### config.mk
export PLATFORM = sky130hd
export DESIGN_NAME = nibble_serial_addsub_flat
export DESIGN_NICKNAME = d
export VERILOG_FILES = /design/src/rtl/nibble_serial_addsub_if.sv /design/src/rtl/nibble_serial_addsub.sv /design/src/flat_wrapper.sv
export SDC_FILE = /design/constraint.sdc
export NUM_CORES = 1
export LEC_CHECK = 0
export BUFFER_PORTS_ARGS = -buffer_cell sky130_fd_sc_hd__buf_2
export CORE_ASPECT_RATIO = 0.8
export CORE_UTILIZATION = 35
export DETAILED_ROUTE_END_ITERATION = 7
export GPL_ROUTABILITY_DRIVEN = 0
export HOLD_SLACK_MARGIN = 0.08
export PLACE_DENSITY = 0.58
export SKIP_CTS_REPAIR_TIMING = 1
export SYNTH_ARGS = -nofsm -noshare
export SYNTH_HDL_FRONTEND = slang
export SYNTH_SLANG_ARGS = --single-unit
### constraint.sdc
create_clock -name clk -period 4.85 [get_ports clk]
set_clock_uncertainty 0.2 [all_clocks]
set_input_delay 0.485 -clock clk [delete_from_list [all_inputs] [get_ports clk]]
set_output_delay 0.485 -clock clk [all_outputs]
set_load 0.1 [all_outputs]
### src/rtl/nibble_serial_addsub_if.sv
// Operation request/result bundle between the ALU controller and the nibble-serial add/sub unit.
interface nibble_serial_addsub_if;
   logic        start;
   logic        sub;
   logic        sat;
   logic [15:0] A;
   logic [15:0] B;
   logic        busy;
   logic        done;
   logic [15:0] Sum;
   logic        Z;
   logic        V;
   logic        N;

   modport master (
      output start, sub, sat, A, B,
      input  busy, done, Sum, Z, V, N
   );

   modport slave (
      input  start, sub, sat, A, B,
      output busy, done, Sum, Z, V, N
   );
endinterface

### src/rtl/nibble_serial_addsub.sv
// 16-bit add/subtract computed one nibble per cycle through a single 4-bit CLA,
// with optional signed saturation and Z/V/N flags behind a start/done handshake.
module cla_4bit (
   input  logic [3:0] a_i,
   input  logic [3:0] b_i,
   input  logic       c_i,
   output logic [3:0] s_o,
   output logic       c_o
);
   logic [3:0] g, p;
   logic [4:0] c;

   always_comb begin
      g    = a_i & b_i;
      p    = a_i ^ b_i;
      c[0] = c_i;
      c[1] = g[0] | (p[0] & c_i);
      c[2] = g[1] | (p[1] & g[0]) | (p[1] & p[0] & c_i);
      c[3] = g[2] | (p[2] & g[1]) | (p[2] & p[1] & g[0]) | (p[2] & p[1] & p[0] & c_i);
      c[4] = g[3] | (p[3] & g[2]) | (p[3] & p[2] & g[1]) | (p[3] & p[2] & p[1] & g[0])
           | (p[3] & p[2] & p[1] & p[0] & c_i);
      s_o  = p ^ c[3:0];
      c_o  = c[4];
   end
endmodule

module nibble_serial_addsub #(
   parameter int unsigned NIB_COUNT = 4
) (
   input  logic                   clk,
   input  logic                   rst,
   nibble_serial_addsub_if.slave  bus
);
   typedef enum logic [1:0] {StIdle, StRun, StFin} state_e;

   state_e      state_q, state_d;
   logic [15:0] a_q, a_d;
   logic [15:0] beff_q, beff_d;
   logic [15:0] partial_q, partial_d;
   logic        carry_q, carry_d;
   logic        sat_q, sat_d;
   logic [1:0]  idx_q, idx_d;
   logic        busy_q, busy_d;
   logic        done_q, done_d;
   logic [15:0] sum_q, sum_d;
   logic        z_q, z_d;
   logic        v_q, v_d;
   logic        n_q, n_d;

   logic [3:0]  cla_a, cla_b, cla_s;
   logic        cla_co;
   logic        ovf;
   logic [15:0] result;

   assign cla_a = a_q[{idx_q, 2'b00} +: 4];
   assign cla_b = beff_q[{idx_q, 2'b00} +: 4];

   cla_4bit u_cla (
      .a_i (cla_a),
      .b_i (cla_b),
      .c_i (carry_q),
      .s_o (cla_s),
      .c_o (cla_co)
   );

   // Overflow uses the effective (possibly inverted) B so subtraction needs no special case.
   assign ovf    = (a_q[15] == beff_q[15]) && (partial_q[15] != a_q[15]);
   assign result = (sat_q && ovf) ? (a_q[15] ? 16'h8000 : 16'h7FFF) : partial_q;

   always_comb begin
      state_d   = state_q;
      a_d       = a_q;
      beff_d    = beff_q;
      partial_d = partial_q;
      carry_d   = carry_q;
      sat_d     = sat_q;
      idx_d     = idx_q;
      busy_d    = busy_q;
      done_d    = 1'b0;
      sum_d     = sum_q;
      z_d       = z_q;
      v_d       = v_q;
      n_d       = n_q;

      unique case (state_q)
         StIdle: begin
            if (bus.start) begin
               a_d     = bus.A;
               beff_d  = bus.sub ? ~bus.B : bus.B;
               carry_d = bus.sub;
               sat_d   = bus.sat;
               idx_d   = 2'd0;
               busy_d  = 1'b1;
               state_d = StRun;
            end
         end
         StRun: begin
            partial_d[{idx_q, 2'b00} +: 4] = cla_s;
            carry_d = cla_co;
            idx_d   = idx_q + 2'd1;
            if (idx_q == 2'(NIB_COUNT - 1)) begin
               state_d = StFin;
            end
         end
         StFin: begin
            sum_d   = result;
            z_d     = (result == 16'h0000);
            v_d     = ovf;
            n_d     = result[15];
            done_d  = 1'b1;
            busy_d  = 1'b0;
            state_d = StIdle;
         end
         default: begin
            state_d = StIdle;
         end
      endcase
   end

   always_ff @(posedge clk) begin
      if (rst) begin
         state_q   <= StIdle;
         a_q       <= '0;
         beff_q    <= '0;
         partial_q <= '0;
         carry_q   <= 1'b0;
         sat_q     <= 1'b0;
         idx_q     <= '0;
         busy_q    <= 1'b0;
         done_q    <= 1'b0;
         sum_q     <= '0;
         z_q       <= 1'b0;
         v_q       <= 1'b0;
         n_q       <= 1'b0;
      end else begin
         state_q   <= state_d;
         a_q       <= a_d;
         beff_q    <= beff_d;
         partial_q <= partial_d;
         carry_q   <= carry_d;
         sat_q     <= sat_d;
         idx_q     <= idx_d;
         busy_q    <= busy_d;
         done_q    <= done_d;
         sum_q     <= sum_d;
         z_q       <= z_d;
         v_q       <= v_d;
         n_q       <= n_d;
      end
   end

   assign bus.busy = busy_q;
   assign bus.done = done_q;
   assign bus.Sum  = sum_q;
   assign bus.Z    = z_q;
   assign bus.V    = v_q;
   assign bus.N    = n_q;
endmodule

### src/flat_wrapper.sv
// flat-port wrapper written by rule: the top's interface ports become plain ports
module nibble_serial_addsub_flat 
#(
   parameter int unsigned NIB_COUNT = 4
)
  (clk, rst, bus_start, bus_sub, bus_sat, bus_A, bus_B, bus_busy, bus_done, bus_Sum, bus_Z, bus_V, bus_N);
  nibble_serial_addsub_if bus_i ();
  input  logic clk;
  input  logic rst;
  input wire logic [$bits(bus_i.start)-1:0] bus_start;
  input wire logic [$bits(bus_i.sub)-1:0] bus_sub;
  input wire logic [$bits(bus_i.sat)-1:0] bus_sat;
  input wire logic [$bits(bus_i.A)-1:0] bus_A;
  input wire logic [$bits(bus_i.B)-1:0] bus_B;
  output wire logic [$bits(bus_i.busy)-1:0] bus_busy;
  output wire logic [$bits(bus_i.done)-1:0] bus_done;
  output wire logic [$bits(bus_i.Sum)-1:0] bus_Sum;
  output wire logic [$bits(bus_i.Z)-1:0] bus_Z;
  output wire logic [$bits(bus_i.V)-1:0] bus_V;
  output wire logic [$bits(bus_i.N)-1:0] bus_N;
  assign bus_i.start = bus_start;
  assign bus_i.sub = bus_sub;
  assign bus_i.sat = bus_sat;
  assign bus_i.A = bus_A;
  assign bus_i.B = bus_B;
  assign bus_busy = bus_i.busy;
  assign bus_done = bus_i.done;
  assign bus_Sum = bus_i.Sum;
  assign bus_Z = bus_i.Z;
  assign bus_V = bus_i.V;
  assign bus_N = bus_i.N;
  nibble_serial_addsub #(.NIB_COUNT(NIB_COUNT)) u_core (.clk(clk), .rst(rst), .bus(bus_i));
endmodule
Yosys cells after proc, flatten, opt, wreduce, memory -nomap -nowiden
Index checks and enable logic that the tools add are counted.

word-level totals
  register bits after elaboration = 75
  output and inout port bits = 21

operators by class
  equal/unequal tests = 7
  mux-type cells = 14
  reductions and logical operators = 10
  shift-type cells = 4
  bitwise logic cells = 30
  add/subtract/negate cells = 2

operators with widths
  cell                      number
  $mux W16                  3
  $shiftx A16 B5 Y4         2
  $and A1 B1 Y1             16
  $bwmux W16                1
  $logic_not A16 Y1         1
  $not A16 Y16              1
  $shift A4 B6 Y16 const A  1
  $shiftx A4 B6 Y16         1
  $or A1 B1 Y1              10
  $pmux W2 S2               2
  $reduce_and A2 Y1         4
  $xor A4 B4 Y4             2
  $mux W2                   3
  $neg A4 Y6                1
  $and A4 B4 Y4             1
  $eq A2 B2 Y1 const B      2
  $pmux W1 S2               2
  $reduce_bool A2 Y1        2
  $mux W1                   3
  $add A2 B1 Y2 const B     1
  $eq A2 B1 Y1 const B      1
  $logic_and A1 B1 Y1       2
  $logic_not A2 Y1          1
  $ne A2 B1 Y1 const B      1
  other kinds (3)           3

Logic depth before layout (Yosys ltp)
Gate-level depths: netlist (run 1).

  depth after elaboration = 9
  mapped depth = 7
  gate-level depth less buffers = 6

Cells and area by module
From an unflattened synthesis (run 1), not the netlist that was laid out.

unflattened totals
  cell total of the unflattened synthesis = 361
  area, all modules = 3462.1 um^2

modules (own cells, without submodules)
  module                times used  area each (um^2)  cells each
  nibble_serial_addsub  1           3314.4            344
  cla_4bit              1           147.6             17

Worst setup path before layout (run 1)
OpenSTA, ideal clock, no wires.

  path kind = register to register
  start point = reg u_core.idx_q[0]
  end point = reg u_core.partial_q[3]
  clock period less this slack = 2627 ps
  buffers on the path = 1
  data arrival time = 2359 ps
  slack = 2223 ps
  cell stages (with the launch flop) = 8
  cell sequence = dfxtp_1 buf_2 mux4_2 ha_1 a211oi_1 or3b_4 a21o_1 o21ai_1

between the ends
  longest elaborated chain between the ends = 9

RTL lines
  item                                                        RTL line                                                RTL
  from (decl)                                                 nibble_serial_addsub.sv:42                              logic [1:0] idx_q, idx_d;
  from (signal assigned)                                      nibble_serial_addsub.sv:142                             idx_q <= idx_d;
  $shiftx A16 B5 Y4, on equally long branches                 nibble_serial_addsub.sv:55, nibble_serial_addsub.sv:56
  $xor A4 B4 Y4 or $and A4 B4 Y4 (tied branches)              nibble_serial_addsub.sv:15, nibble_serial_addsub.sv:14
  $and A1 B1 Y1                                               nibble_serial_addsub.sv:19                              c[3] = g[2] | (p[2] & g[1]) | (p[2] & p[1] & g[0]) | (p[2] & p[1] & p[0] & c_i);
  $or A1 B1 Y1 or $and A1 B1 Y1 (tied branches) (2 in a row)  nibble_serial_addsub.sv:19
  $or A1 B1 Y1                                                nibble_serial_addsub.sv:19
  $xor A4 B4 Y4                                               nibble_serial_addsub.sv:22                              s_o = p ^ c[3:0];
  $shiftx A4 B6 Y16                                           nibble_serial_addsub.sv:98                              partial_d[{idx_q, 2'b00} +: 4] = cla_s;
  $bwmux W16 *                                                nibble_serial_addsub.sv:98
  to (signal assigned)                                        nibble_serial_addsub.sv:139                             partial_q <= partial_d;
  to (decl)                                                   nibble_serial_addsub.sv:39                              logic [15:0] partial_q, partial_d;

Mark *: on every way between the ends. The rest lies on a longest branch, timed or not.
A chain may end at the register's enable or synchronous reset.

Worst setup path in the final report (run 1)
  start point = reg u_core.idx_q[0]
  end point = reg u_core.partial_q[14]

Same word-level chain as after synthesis.

==> metrics.csv, run 1 <==
metric,value,unit
NumNets Final,451,
Core Rows,31,
CP max stage delay,0.89,ns
clock sink total,74,
unrepaired setup endpoints after global routing,false,
share of cells above drive strength 1,23.83,%
"Cell Area, Synth",3356,sq um
Synth cell types,47,
DRC Markers,4,
Clock Tree Buf Depth,2,
Hold Path Class,primary input to flop,
average wire per standard cell,13.51,um
CTS tree,done,
Worst path depth,6,
outcome,"finished, violations left",
CP Class,flop to flop,
Post-synth EDFFs,0,
worst skew pair latency,0.33,ns
vias per inst,4.994,
vias in the first global route,2410,
Starting Density,36.50,%
P&R area growth vs syn,17.26,%
Fin Hold WS,0.1959,ns
final WL,7.054,mm
clk root buf,clkbuf_16,
part of the Yosys area used for sequential elements,44.15,%
HPWL Detailed,5.114,mm
max-slew violations,0,
final worst-path cycle share,62.91,%
Fill cells,939,
CORE AREA,9193,sq um
total track usage,15.22,%
Slew @ Worst Pin,1.094,ns
largest net degree at the start of global routing,64,
WP buf/inv,0,
first-pass iteration count of the detailed router,6,
Slew headroom,27.04,%
"Clk pin slew, worst setup/hold paths",0.06,ns
failing checks,DRC,
"Avg Cell Area, Syn",9.347,sq um
final hold viol count,0,
PortBufs,57,
number of diodes,0,
"Arr. time, crit path",3.02,ns
Worst R2R Path Depth,6,
maxcap violations,0,
pwr dens,362.1,nW/um^2
Overflow after GRT,0,
CP top delay family,flip-flops,
most frequent cells in the layout,"dfxtp_1 (74), buf_2 (57), nor2_1 (51), nand2_1 (51)",
crit end category,flop,
initial antenna violation count,0,
most common library cell in the layout ignoring fill and taps,dfxtp_1,
CP max FO,14,
Initial DRC Count,141,
worst vdd ir,0.1410,mV
cts bufs inserted,9,
synth warn,0,
Max Clock Freq,327.8,MHz
first-pass GRT wire length,11.76,mm
H-tree levels,3,
I/O pin total,58,
post-layout util,42.81,%
Post-Synthesis Net Count,407,
Hold Crit Depth,3,
Die H,89.58,um
Synth Register Bits,74,
Die ar.,9986,sq um
crit path time final,3.051,ns
routed vias,2607,
Die Wd,111.5,um
"Cell Chain, Critical Path","mux4_2, ha_1, a211oi_1, o21bai_1, a32oi_1, nor2_1",
CP required,4.82,ns
crit path launch type,flop,
async set-or-reset flop fraction in the synthesized netlist,0,%
"Slowest-stage cell, CP",dfxtp_1,
Setup Viol. Count Final,0,
post-route ant nets,0,
"Top FF cell, synth",dfxtp_1,
post-synthesis cell count,359,
Leakage,1.502,nW
setup tns final,0,ns
-- worst paths after layout --
kind	startpoint	end	slack, ns
worst min-delay path	bus_A[4]	u_core.a_q[4]	0.20
worst min register to register	u_core.bus.Sum[11]	u_core.bus.Sum[11]	0.24
worst max-delay path	u_core.idx_q[0]	u_core.partial_q[14]	1.80
worst max register to register	u_core.idx_q[0]	u_core.partial_q[14]	1.80
-- cell families (layout without fill, tap and decap cells) --
| family | count (synthesis) | count (layout) | synth area share [%] |
|---|---|---|---|
| AO/OA/AOI/OAI | 82 | 82 | 15.88 |
| adder cells (fa/ha/maj) | 11 | 11 | 4.325 |
| multiplexers | 9 | 9 | 5.667 |
| flip-flops | 74 | 74 | 44.15 |
| buffers and inverters | 29 | 77 | 4.362 |
| XOR/XNOR | 17 | 17 | 4.437 |
| AND/OR/NAND/NOR | 137 | 137 | 21.18 |
-- power breakdown --
group          internal, W  switching, W
clock network     0.000355      0.000243
logic            0.0000724     0.0000956
registers         0.000633     0.0000255
total              0.00106      0.000364
-- state kept, by name (all words and copies together), names as in the netlist --
register / cells
u_core.beff_q: 16
u_core.sat_q: 1
u_core.bus.busy: 1
u_core.bus.V: 1
u_core.carry_q: 1
u_core.bus.Z: 1
u_core.bus.done: 1
u_core.bus.N: 1
u_core.bus.Sum: 15
u_core.partial_q: 16
u_core.state_q: 2
u_core.idx_q: 2
u_core.a_q: 16
-- worst reg2reg max path, delay by kind of cell, from the launching register on --
| kind | cells | cell delay (ns) |
|---|---|---|
| adder cells (fa/ha/maj) | 1 | 0.33 |
| AO/OA/AOI/OAI | 3 | 0.77 |
| multiplexers | 1 | 0.65 |
| AND/OR/NAND/NOR | 1 | 0.06 |
| flip-flops | 1 | 0.89 |
-- stage by stage --
| stage | instances | power (W) | cell area, sq um | setup WS (ns) |
|---|---|---|---|---|
| CTS | 522 | 0.001443 | 3935 | 1.806 |
| detailed placement | 507 | 0.0008408 | 3665 | 1.814 |
| finish | 522 | 0.001425 | 3935 | 1.799 |
| global placement | 507 | 0.0008380 | 3665 | 1.925 |
| floorplan | 359 | 0.0007952 | 3356 | 2.223 |
| global route | 522 | 0.001487 | 3935 | 1.595 |
-- cell type report --
cell class	instances	area (sq um)	area share (%)
sequential	74	1481	37.65
inverter	5	18.77	0.4769
clock buffer	10	239.0	6.073
multi-input combinational	256	1735	44.10
tap	115	143.9	3.657
timing repair buffer	57	285.3	7.250
clock inverter	5	31.28	0.7949
-- Yosys cell counts (all sizes together) (2+ instances only) --
| master | number | area, sq um |
|---|---|---|
| a211oi | 21 | 162.6 |
| ha | 10 | 125.1 |
| dfxtp | 74 | 1481 |
| xnor2 | 16 | 140.1 |
| clkbuf | 8 | 30.03 |
| o21bai | 2 | 15.01 |
| nand3b | 8 | 83.83 |
| o21ai | 20 | 103.9 |
| buf | 16 | 97.59 |
| nand2b | 7 | 43.79 |
| a22oi | 8 | 60.06 |
| nor2 | 54 | 207.7 |
| nor4 | 6 | 88.83 |
| a21oi | 20 | 100.1 |
| a32oi | 4 | 35.03 |
| mux4 | 8 | 180.2 |
| nor3b | 2 | 15.01 |
| nand2 | 51 | 191.4 |
| inv | 5 | 18.77 |
-- routing by layer --
layer  up-vias  track usage (%)  routed length [um]
li1       1338                -                   -
met1      1208            20.27                3589
met2        54            23.13                3019
met3         7            5.369                 384
met4         0            5.160                  60
met5         -                0                   0
(Power assumes the default switching activity.)
==> run 2: changes to the inputs <==
==> constraint.sdc (replaced) <==
create_clock -name clk -period 2.99 [get_ports clk]
set_clock_uncertainty 0.2 [all_clocks]
set_input_delay 0.299 -clock clk [delete_from_list [all_inputs] [get_ports clk]]
set_output_delay 0.299 -clock clk [all_outputs]
set_load 0.1 [all_outputs]
==> run 2 against run 1 <==
Against the previous run: sequential power up 61%; worst hold slack worse by 0.13 ns; the run still ends with DRC left; largest power group is now the clock network; sequential cell count unchanged; via count increased by 3.2%; setup slack worse by 1.4 ns; sequential share of layout area is 2.5 points lower; core utilization increased by 3.0 points; highest routed layer unchanged.
==> metrics.csv, run 2 (same netlist as run 1, synthesis figures left out) <==
metric,value,unit,change
setup tns final,0,ns,unchanged
CP top delay family,multiplexers,,
Fill cells,882,,-6.1%
WHS Endpoint,u_core.beff_q[14],,
WP buf/inv,1,,+1
Die H,89.58,um,unchanged
HPWL Detailed,5.201,mm,+1.7%
worst setup margin,0.3729,ns,-1.426 ns
maxcap violations,0,,unchanged
Die ar.,9986,sq um,unchanged
crit path launch type,flop,,
initial antenna violation count,0,,unchanged
crit path time final,2.617,ns,-0.4338 ns
most common library cell in the layout ignoring fill and taps,dfxtp_1,,
Clock Tree Buf Depth,2,,unchanged
post-route ant nets,0,,unchanged
Max Clock Freq,382.1,MHz,+17%
share of cells above drive strength 1,23.49,%,-0.34 points
CORE AREA,9193,sq um,unchanged
CP required,3.05,ns,-1.77 ns
Worst path depth,7,,+1
final worst-path cycle share,87.53,%,+25 points
Starting Density,36.50,%,unchanged
top flop regs,"u_core.a_q: 16 flops, u_core.beff_q: 16 flops, u_core.partial_q: 16 flops",,
"Arr. time, crit path",2.68,ns,-0.34 ns
average wire per standard cell,13.55,um,+0.29%
Overflow after GRT,0,,unchanged
"Clk pin slew, worst setup/hold paths",0.06,ns,about the same
vias in the first global route,2451,,+1.7%
first-pass iteration count of the detailed router,8,,+2
CP startpoint,u_core.idx_q[0],,
vias per inst,4.936,,-1.2%
worst skew pair latency,0.33,ns,about the same
CTS tree,done,,
Leakage,1.624,nW,+8.2%
Hold Path Class,primary input to flop,,
cts bufs inserted,9,,unchanged
worst vdd ir,0.2710,mV,+92%
DP Worst Slack,0.3709,ns,-1.443 ns
Initial DRC Count,103,,-27%
"Cell Chain, Critical Path","buf_4, mux4_2, ha_1, a211oi_1, or3b_4, a21o_1, o21ai_1",,
failing checks,DRC,,
final WL,7.386,mm,+4.7%
"setup slack, reg-to-reg",0.37,ns,-1.43 ns
I/O pin total,58,,unchanged
clk root buf,clkbuf_16,,
Hold Crit Depth,3,,unchanged
Slew headroom,53.10,%,+26 points
CP max FO,14,,unchanged
Slew @ Worst Pin,0.7018,ns,-0.3926 ns
total track usage,15.50,%,+0.28 points
final hold viol count,0,,unchanged
number of diodes,0,,unchanged
PortBufs,57,,unchanged
unrepaired setup endpoints after global routing,false,,
P&R area growth vs syn,25.62,%,
CP max stage delay,0.59,ns,-0.30 ns
H-tree levels,3,,unchanged
pwr dens,607.9,nW/um^2,+68%
max-slew violations,0,,unchanged
r2r endpoint,u_core.partial_q[7],,
Critical R2R Launch,u_core.idx_q[0],,
most frequent cells in the layout,"dfxtp_1 (74), buf_2 (57), nor2_1 (51), nand2_1 (51)",,
NumNets Final,473,,+4.9%
largest net degree at the start of global routing,37,,-42%
Worst Hold Launch,bus_B[14],,
CP Class,flop to flop,,
Die Wd,111.5,um,unchanged
crit end category,flop,,
Core Rows,31,,unchanged
first-pass GRT wire length,12.16,mm,+3.4%
DRC Markers,4,,unchanged
outcome,"finished, violations left",,
"Slowest-stage cell, CP",mux4_2,,
Worst R2R Path Depth,7,,+1
Setup Viol. Count Final,0,,unchanged
routed vias,2690,,+3.2%
clock sink total,74,,unchanged
Fin Hold WS,0.06137,ns,-0.1346 ns
## run 2: changes by cell type in the layout (fill, tap and decap cells not counted)
cell and delta:
dlygate4sd3_1 +19, buf_4 +3, clkinv_2 -3, bufinv_16 +2
clkbuf_8 +1, inv_6 +1
## run 2: power by group
group	total, W	switching [W]	leakage [nW]	internal (W)
combinational	0.000306	0.000169	0.858	0.000137
sequential	0.00106	0.0000342	0.604	0.00103
clock	0.00120	0.000415	0.162	0.000780
## run 2: worst register-to-register path: stages, from the launching register on
cell,delay [ns]
dfxtp_1,0.30
buf_4,0.25
mux4_2,0.59
ha_1,0.32
a211oi_1,0.09
or3b_4,0.45
a21o_1,0.21
o21ai_1,0.14
## run 2: cell type report
type / instances / area, sq um / area share (%)
clock inverters: 5 / 85.08 / 2.018
clock buffers: 11 / 252.7 / 5.996
flip-flops and latches: 74 / 1481 / 35.14
multi-input cells: 256 / 1735 / 41.17
well taps: 115 / 143.9 / 3.413
inverters: 5 / 18.77 / 0.4452
repair buffers: 79 / 498.0 / 11.81
## run 2: worst max path at each step
stage	slack, ns	to
floorplan	0.36	u_core.partial_q[3]
global placement	0.44	u_core.partial_q[7]
detailed placement	0.37	u_core.partial_q[7]
CTS	0.35	u_core.partial_q[7]
global route	0.14	u_core.partial_q[6]
finish	0.37	u_core.partial_q[7]
## run 2: layer usage
metal	vias up	track usage, %	wire (um)
met1	1234	21.31	3842
met3	7	4.295	276
li1	1393	-	-
met2	56	23.86	3176
met4	0	4.791	92
met5	-	0	0
## run 2: through the flow
stage	total power, W	area, sq um	utilization [%]	cells
finish	0.002563	4215	45.86	545
global route	0.002669	4215	45.86	545
CTS	0.002564	4025	43.79	526
detailed placement	0.001368	3687	40.11	510
global placement	0.001363	3687	40.11	510
floorplan	0.001290	3356	-	359
